$ cat src/rtl/pic_priority_core.sv
// pic_priority_core
//   Priority resolver and two-pulse INTA handshake for a PIC-style interrupt
//   controller. Requests are captured into irr (edge or level), resolved in a
//   rotating priority order against the in-service register, and acknowledged
//   through an IDLE/ACK1/ACK2 sequence that presents the channel index.
//
// Ports
//   clk, rst_n        clock, asynchronous active-low reset
//   irq_in            raw requests, synchronous to clk
//   edge_mode         1 = rising-edge capture, 0 = level capture
//   mask              1 = channel excluded from resolution
//   rotate_en         1 = lowest-priority pointer follows serviced channel
//   auto_eoi          1 = isr bit cleared at end of acknowledge
//   inta_n            acknowledge strobe, active low
//   eoi_valid/_specific/_level   end-of-interrupt command
//   int_out           registered interrupt request to CPU
//   vec_valid/vec_id  one-cycle vector pulse and held channel index
//   irr, isr          request and in-service registers
//
// State table
//   S_IDLE | int_out follows candidate; waiting for first INTA falling edge
//   S_ACK1 | index latched, waiting for inta_n to return high
//   S_ACK2 | waiting for second INTA falling edge to present the vector

module pic_priority_core #(
   parameter int N_IRQ = 8,
   parameter int IDX_W = $clog2(N_IRQ)
) (
   input  logic             clk,
   input  logic             rst_n,
   input  logic [N_IRQ-1:0] irq_in,
   input  logic             edge_mode,
   input  logic [N_IRQ-1:0] mask,
   input  logic             rotate_en,
   input  logic             auto_eoi,
   input  logic             inta_n,
   input  logic             eoi_valid,
   input  logic             eoi_specific,
   input  logic [IDX_W-1:0] eoi_level,
   output logic             int_out,
   output logic             vec_valid,
   output logic [IDX_W-1:0] vec_id,
   output logic [N_IRQ-1:0] irr,
   output logic [N_IRQ-1:0] isr
);

   typedef enum logic [1:0] {S_IDLE = 2'd0, S_ACK1 = 2'd1, S_ACK2 = 2'd2} state_t;

   state_t           r_state;
   logic [N_IRQ-1:0] r_irr, r_isr, r_irq_prev;
   logic [IDX_W-1:0] r_lp, r_idx, r_vec_id;
   logic             r_spur, r_inta_prev, r_int_out, r_vec_valid;

   logic [IDX_W-1:0] w_hp, w_isr_idx, w_cand_idx, w_eoi_idx, w_lp_nxt;
   logic             w_isr_hit, w_cand_hit, w_eoi_hit;
   logic             w_ack_edge, w_ack_take, w_auto_clr;
   logic [N_IRQ-1:0] w_req, w_isr_clr, w_isr_set, w_irr_nxt;

   assign w_ack_edge = r_inta_prev & ~inta_n;
   assign w_req      = r_irr & ~mask;
   assign w_hp       = (r_lp == IDX_W'(N_IRQ - 1)) ? '0 : r_lp + IDX_W'(1);

   // Walk channels from hp upward with wrap. The first isr bit met ends the
   // search for a candidate, so only strictly higher-priority requests win.
   always_comb begin
      logic [IDX_W:0]   pos;
      logic [IDX_W-1:0] idx;
      pos        = '0;
      idx        = '0;
      w_isr_hit  = 1'b0;
      w_isr_idx  = '0;
      w_cand_hit = 1'b0;
      w_cand_idx = '0;
      for (int k = 0; k < N_IRQ; k++) begin
         pos = {1'b0, w_hp} + (IDX_W+1)'(k);
         if (pos >= (IDX_W+1)'(N_IRQ))
            pos = pos - (IDX_W+1)'(N_IRQ);
         idx = pos[IDX_W-1:0];
         if (!w_isr_hit && r_isr[idx]) begin
            w_isr_hit = 1'b1;
            w_isr_idx = idx;
         end else if (!w_isr_hit && !w_cand_hit && w_req[idx]) begin
            w_cand_hit = 1'b1;
            w_cand_idx = idx;
         end
      end
   end

   always_comb begin
      w_eoi_hit = 1'b0;
      w_eoi_idx = w_isr_idx;
      if (eoi_valid) begin
         if (eoi_specific) begin
            w_eoi_idx = eoi_level;
            w_eoi_hit = ({1'b0, eoi_level} < (IDX_W+1)'(N_IRQ)) && r_isr[eoi_level];
         end else begin
            w_eoi_hit = w_isr_hit;
         end
      end
   end

   assign w_ack_take = (r_state == S_IDLE) && w_ack_edge && w_cand_hit;
   assign w_auto_clr = (r_state == S_ACK2) && w_ack_edge && auto_eoi && !r_spur;

   // Clears are applied before sets, so a bit cleared and set together ends set.
   always_comb begin
      w_isr_clr = '0;
      w_isr_set = '0;
      w_lp_nxt  = r_lp;
      if (w_eoi_hit)  w_isr_clr[w_eoi_idx]  = 1'b1;
      if (w_auto_clr) w_isr_clr[r_idx]      = 1'b1;
      if (w_ack_take) w_isr_set[w_cand_idx] = 1'b1;
      if (rotate_en) begin
         if (w_auto_clr)     w_lp_nxt = r_idx;
         else if (w_eoi_hit) w_lp_nxt = w_eoi_idx;
      end
      w_irr_nxt = edge_mode ? ((r_irr & ~w_isr_set) | (irq_in & ~r_irq_prev))
                            : (irq_in & ~w_isr_set);
   end

   always_ff @(posedge clk or negedge rst_n) begin
      if (!rst_n) begin
         r_state     <= S_IDLE;
         r_irr       <= '0;
         r_isr       <= '0;
         r_irq_prev  <= '0;
         r_lp        <= IDX_W'(N_IRQ - 1);
         r_idx       <= '0;
         r_spur      <= 1'b0;
         r_inta_prev <= 1'b1;
         r_int_out   <= 1'b0;
         r_vec_valid <= 1'b0;
         r_vec_id    <= '0;
      end else begin
         r_irq_prev  <= irq_in;
         r_inta_prev <= inta_n;
         r_irr       <= w_irr_nxt;
         r_isr       <= (r_isr & ~w_isr_clr) | w_isr_set;
         r_lp        <= w_lp_nxt;
         r_int_out   <= 1'b0;
         r_vec_valid <= 1'b0;
         case (r_state)
            S_IDLE: begin
               if (w_ack_edge) begin
                  // No candidate: spurious acknowledge reports the last channel.
                  r_idx   <= w_cand_hit ? w_cand_idx : IDX_W'(N_IRQ - 1);
                  r_spur  <= !w_cand_hit;
                  r_state <= S_ACK1;
               end else begin
                  r_int_out <= w_cand_hit;
               end
            end
            S_ACK1: begin
               if (inta_n) r_state <= S_ACK2;
            end
            S_ACK2: begin
               if (w_ack_edge) begin
                  r_vec_valid <= 1'b1;
                  r_vec_id    <= r_idx;
                  r_state     <= S_IDLE;
               end
            end
            default: r_state <= S_IDLE;
         endcase
      end
   end

   assign int_out   = r_int_out;
   assign vec_valid = r_vec_valid;
   assign vec_id    = r_vec_id;
   assign irr       = r_irr;
   assign isr       = r_isr;

endmodule

$ cat config.mk
export PLATFORM = sky130hd
export DESIGN_NAME = pic_priority_core
export DESIGN_NICKNAME = d
export VERILOG_FILES = /design/src/rtl/pic_priority_core.sv
export SDC_FILE = /design/constraint.sdc
export NUM_CORES = 1
export LEC_CHECK = 0
export BUFFER_PORTS_ARGS = -buffer_cell sky130_fd_sc_hd__buf_4
export CAP_MARGIN = 20
export CORE_UTILIZATION = 50
export CTS_CLUSTER_SIZE = 14
export DETAILED_ROUTE_END_ITERATION = 12
export PLACE_DENSITY_LB_ADDON = 0.15
export SYNTH_ARGS = -nofsm -noshare
export SYNTH_HDL_FRONTEND = slang
export SYNTH_SLANG_ARGS = --single-unit
$ cat constraint.sdc
create_clock -name clk -period 5.4 [get_ports clk]
set_input_delay 0.27 -clock clk [delete_from_list [all_inputs] [get_ports clk]]
set_output_delay 0.27 -clock clk [all_outputs]
set_load 0.03 [all_outputs]
# Word level (Yosys, flattened, before mapping)
# Cells that the tools add are included.
[word_totals]
register_bits = 39
latchBits = 0
ram_bits = 0
romBits = 0
inputBits = 27
output_inout_bits = 21
wordCells = 237
n_memories = 0
[op_classes]
n_addsub = 16
mul = 0
div = 0
n_lt_le_gt_ge = 23
n_eq_ne = 6
n_shift = 0
muxes = 116
bitwise_logic = 14
reduce_logical = 51
[ops]
columns = ["cell", "count"]
rows = [
  ["$mux 3", 38],
  ["$bmux 1 s3", 17],
  ["$mux 1", 50],
  ["$lt 3x4->1 const B", 12],
  ["$and 8x8->8", 5],
  ["$mux 8", 4],
  ["$not 8->8", 4],
  ["$logic_and 1x1->1", 29],
  ["$ge 4x4->1 const B", 7],
  ["$or 8x8->8", 3],
  ["$sub 3x1->3 const B", 8],
  ["$add 3x3->4 const B", 4],
  ["$logic_not 1->1", 16],
  ["$demux 1 s3", 3],
  ["$ge 3x1->1 const B", 3],
  ["$add 3x2->4 const B", 2],
  ["$mux 2", 3],
  ["$ne 2x2->1 const B", 3],
  ["$pmux 2 s3", 1],
  ["$reduce_and 2->1", 3],
  ["$add 3x1->4 const B", 1],
  ["$ge 3x4->1 const B", 1],
  ["$add 3x1->3 const B", 1],
  ["$eq 3x3->1 const B", 1],
  ["other kinds (7)", 7],
]

# Depth between registers and ports, before layout
[logic_depth]
depth_word = 52
ltp_mapped = 20

# Worst setup path before layout
# Ideal clock, no wire load.
[synth_timing]
kind = "register -> register"
from = "register r_lp[0]"
to = "register r_irr[6] (netlist: irr[6])"
arrival_time_ns = 4.815
required_time_ns = 5.270
setup_slack_ns = 0.454
path_stages_with_launch = 21
n_path_buf = 5
path_cell_list = "dfstp_2 ha_1 ha_1 buf_2 and2b_1 inv_2 buf_2 buf_1 ha_1 buf_1 a211oi_1 mux2_2 o21ai_2 nor4b_4 o2111ai_1 or4b_1 o31a_1 a21bo_1 buf_6 o41ai_2 o22ai_1"
[synth_via]
elab_chain_cells = 52
word_cells_on_any_way = 152
classes_between = "add/sub (16); order compare (10); eq/ne (1); mux (84); bitwise (4); reduce/logical (37)"
[synth_lines]
columns = ["item", "line", "source"]
rows = [
  ["start: declaration", "51", "logic [IDX_W-1:0] r_lp, r_idx, r_vec_id;"],
  ["start signal: assignment", "127", "r_lp <= IDX_W'(N_IRQ - 1);"],
  ["start signal: assignment", "139", "r_lp <= w_lp_nxt;"],
  ["$add 3x1->3 or $eq 3x3->1 (tied branches)", "61", "assign w_hp = (r_lp == IDX_W'(N_IRQ - 1)) ? '0 : r_lp + IDX_W'(1);"],
  ["$mux 3 *", "61", ""],
  ["branches (longest 45 deep; another with $add 3x1->4)", "n/a", ""],
  ["$mux 8 *", "112", "if (w_ack_take) w_isr_set[w_cand_idx] = 1'b1;"],
  ["$not 8->8 *", "117, 118", ""],
  ["$and 8x8->8", "117", "w_irr_nxt = edge_mode ? ((r_irr & ~w_isr_set) | (irq_in & ~r_irq_prev))"],
  ["$or 8x8->8", "117", ""],
  ["$mux 8 *", "117", ""],
  ["net w_irr_nxt[6]", "57", "logic [N_IRQ-1:0] w_req, w_isr_clr, w_isr_set, w_irr_nxt;"],
  ["end signal: assignment", "137", "r_irr <= w_irr_nxt;"],
  ["end: declaration", "50", "logic [N_IRQ-1:0] r_irr, r_isr, r_irq_prev;"],
]
# Mark *: on every way through the listed nets, which the timed path passes. The select of a mux whose other input is x is not followed.
# A chain may end at the register's enable or synchronous reset.

# Final worst setup path
[layout_timing]
from = "register r_lp[0]"
to = "register r_isr[0] (netlist: isr[0])"
[layout_via]
elab_chain_cells = 49
word_cells_on_any_way = 171
classes_between = "add/sub (16); order compare (12); eq/ne (1); mux (100); bitwise (4); reduce/logical (38)"
[layout_lines]
columns = ["item", "line", "source"]
rows = [
  ["$add 3x1->3 or $eq 3x3->1 (tied branches)", "61", ""],
  ["$mux 3 *", "61", ""],
  ["branches (longest 46 deep; another with $add 3x1->4)", "n/a", ""],
  ["$or 8x8->8 *", "138", "r_isr <= (r_isr & ~w_isr_clr) | w_isr_set;"],
  ["end signal: assignment", "138", ""],
  ["end: declaration", "50", ""],
]
# Every way passes the cells marked *. The select of a mux whose other input is x is not followed.

==> metrics <==
run status=completed; flip-flop cell with the highest count after synthesis=sky130_fd_sc_hd__dfrtp_1; Remaining DRCs=0; path type of the worst setup path=reg -> reg; Worst EP required=5.59 ns; hpwl dp=8540 microns; max-slew violation total from the final report=0; Seq/Total Area, Yosys=26.6%; number of unique standard cell types used by synthesis=79; Initial Utilization=53.1%; die extent in x=87.9 microns; Final min period=4.85 ns; cell at the root of the clock tree=sky130_fd_sc_hd__clkbuf_8; multi-input gate area in the final layout=2530 sq um; FF-to-FF setup slack=0.55 ns; I/O Pins=48; final worst path period share=89.9%; timing-limited maximum frequency=206 MHz; setup TNS after final layout=0 ns; Iteration-0 DRC Markers=362; total of buffers placed on input and output ports=47; final antenna-violating net count=0; worst r2r dst=isr[0]; area growth from synthesis to layout=14.7%; crit path capture type=register; launch point of the worst hold path=irq_in[6]; Post-synth EDFFs=0; number of flip-flops and latches in the synthesized netlist=39; Remaining Overflow, GRT=0; number of failing hold endpoints at the final stage=0; number of buffers created by CTS=5; hold crit path type=in -> reg; global-route wire length before repair=17600 microns; clock skew=0.00531 ns; Clock Sink Count=39; Final Instance Count excl. Fillers=563; cell count after synthesis=422; overall track demand over capacity in global routing=29.9%; CTS max path bufs=2; number of H-tree levels=2; top fanout value on the critical path=12; most frequent cells in the layout=62 x sky130_fd_sc_hd__buf_4, 35 x sky130_fd_sc_hd__dfrtp_1, 29 x sky130_fd_sc_hd__nand2_1; worst hold slack=0.0935 ns; via count=3711; Synth warnings=0; clock-pin slew on the worst setup and hold paths=0.08 ns; height of the die=87.9 microns; Final setup violation count=0; pin slew with the least headroom to its limit=0.967 ns; total routed wirelength=11300 microns; arrival time at the worst endpoint=5.04 ns; Synthesized Nets=452; worst slew margin relative to its limit=35.6%; worst hold path cell count=1; mean routed wirelength per cell=20.0 microns; end point of the most critical hold path=r_irq_prev[6]; number of antenna cells inserted=0; final-layout fill cell count=619; worst reg-to-reg path cell count=15; Final GP Congestion=0.952; drt pass-1 iters=5; number of antenna violations at the first check in global routing=0; start of the worst register-to-register path=r_lp[0]; setup repair after global routing missed its margin=false; most common cell after layout, fill and taps aside=sky130_fd_sc_hd__buf_4; fraction of layout instances using a drive strength above 1=24.4%; register area=981 sq um; CP startpoint kind=register; Clock Latency Late Sink=0.29 ns; Avg Cell Area, Syn=8.74 sq um; max-cap violations=0; Vias per Instance=6.59; fraction of synthesis flops using an asynchronous set or reset pin=100%; number of cells in the design after placement=554; number of global-route vias before repair=3378; Final Net Count=496; netlist area before placement=3690 sq um; std cell rows=30; largest net degree at the start of global routing=40; core region area=6940 sq um; overall die area=7730 sq um; CTS tree=yes
==> synthesized netlist by cell type, types with 5 or more instances <==
| library cell | number | area, sq um |
|---|---|---|
| sky130_fd_sc_hd__dfrtp_1 | 35 | 876 |
| sky130_fd_sc_hd__nand2_1 | 29 | 109 |
| sky130_fd_sc_hd__o21ai_0 | 26 | 130 |
| sky130_fd_sc_hd__mux2i_1 | 21 | 210 |
| sky130_fd_sc_hd__nor2_1 | 18 | 67.6 |
| sky130_fd_sc_hd__nor3_1 | 18 | 90.1 |
| sky130_fd_sc_hd__a21oi_1 | 16 | 80.1 |
| sky130_fd_sc_hd__mux2_2 | 15 | 169 |
| sky130_fd_sc_hd__nor2b_1 | 12 | 75.1 |
| sky130_fd_sc_hd__buf_2 | 11 | 55.1 |
| sky130_fd_sc_hd__inv_1 | 10 | 37.5 |
| sky130_fd_sc_hd__nand2b_1 | 10 | 62.6 |
| sky130_fd_sc_hd__nand3_1 | 10 | 50.1 |
| sky130_fd_sc_hd__nand3b_1 | 10 | 75.1 |
| sky130_fd_sc_hd__o32ai_1 | 10 | 87.6 |
| sky130_fd_sc_hd__clkbuf_1 | 9 | 33.8 |
| sky130_fd_sc_hd__a31oi_1 | 8 | 50.1 |
| sky130_fd_sc_hd__o21a_1 | 7 | 52.6 |
| sky130_fd_sc_hd__and3_1 | 6 | 37.5 |
| sky130_fd_sc_hd__mux4_2 | 6 | 135 |
| sky130_fd_sc_hd__nor4_1 | 6 | 37.5 |
| sky130_fd_sc_hd__o311ai_0 | 6 | 52.6 |
| sky130_fd_sc_hd__o311ai_1 | 6 | 52.6 |
| sky130_fd_sc_hd__a211oi_1 | 5 | 37.5 |
| sky130_fd_sc_hd__nor3b_1 | 5 | 37.5 |
| sky130_fd_sc_hd__o211ai_1 | 5 | 37.5 |
| sky130_fd_sc_hd__o31ai_1 | 5 | 37.5 |
==> sequential cells by signal, summed over array words and instances, names as in the netlist <==
register,flops
irr,8
isr,8
r_irq_prev,8
r_idx,3
r_lp,3
vec_id,3
r_state,2
int_out,1
r_inta_prev,1
r_spur,1
vec_valid,1
==> logic make-up after synthesis <==
family	after synthesis	synth area share [%]
compound gates	143	28.6
xor+xnor	4	1.15
fa+ha+maj	3	1.02
buf+inv	38	4.85
flops	39	26.6
mux	42	13.9
simple gates	153	23.8
==> layer usage <==
layer / up-vias / global-route usage (%) / part of all wire [%] / routed length [microns]
met1: 1775 / 41.0 / 44 / 4910
met2: 164 / 47.2 / 46 / 5240
met4: 0 / 12.7 / 3.7 / 412
li1: 1746 / - / - / -
met3: 26 / 4.24 / 6.3 / 713
met5: - / 0 / 0 / 0
==> critical path, cell delays in order, from the launching register on <==
cell and delay [ns]:
sky130_fd_sc_hd__dfstp_2 0.53, sky130_fd_sc_hd__ha_1 0.32, sky130_fd_sc_hd__and2b_1 0.23, sky130_fd_sc_hd__inv_2 0.13, sky130_fd_sc_hd__ha_1 0.29, sky130_fd_sc_hd__buf_4 0.18
sky130_fd_sc_hd__a211oi_1 0.31, sky130_fd_sc_hd__mux2_2 0.27, sky130_fd_sc_hd__o21ai_2 0.13, sky130_fd_sc_hd__or3b_2 0.56, sky130_fd_sc_hd__o2111ai_1 0.38, sky130_fd_sc_hd__o21ai_0 0.17
sky130_fd_sc_hd__nand4_1 0.13, sky130_fd_sc_hd__a21boi_1 0.68, sky130_fd_sc_hd__nor3_1 0.18, sky130_fd_sc_hd__a31o_2 0.26
==> area by class of cell <==
type,instances,share of cell area (%)
clock buffers,7,1.80
repair buffers,63,11.2
multi-input cells,345,59.8
flip-flops and latches,39,23.2
well taps,96,2.84
clock inverters,1,0.118
inverters,12,1.06
==> how the worst max path moves through the flow <==
| stage | start | end | slack, ns | cells after the start |
|---|---|---|---|---|
| finish | r_lp[0] | isr[0] | 0.55 | 15 |
| CTS | r_lp[0] | isr[0] | 0.59 | 15 |
| floorplan | r_lp[0] | irr[6] | 0.45 | 20 |
| detailed placement | r_lp[0] | isr[0] | 0.61 | 15 |
| global placement | r_lp[0] | isr[0] | 0.71 | 15 |
| global route | r_lp[0] | isr[0] | 0.27 | 14 |
==> timing repair <==
item	CTS	global route
resized for setup	0	0
setup buffers	0	0
endpoints found under the hold margin	35	0
hold buffers	1	0
==> through the flow <==
stage               utilization, %  cell area [sq um]  worst slack, ns
floorplan                        -               3690            0.454
global placement              59.6               4140            0.705
detailed placement            59.6               4140            0.606
CTS                           61.0               4230            0.591
global route                  61.0               4230            0.269
finish                        61.0               4230            0.546
Power is left out: the tool's default activity adds up to more than one toggle a clock period on the data nets, which glitch-free logic cannot reach.
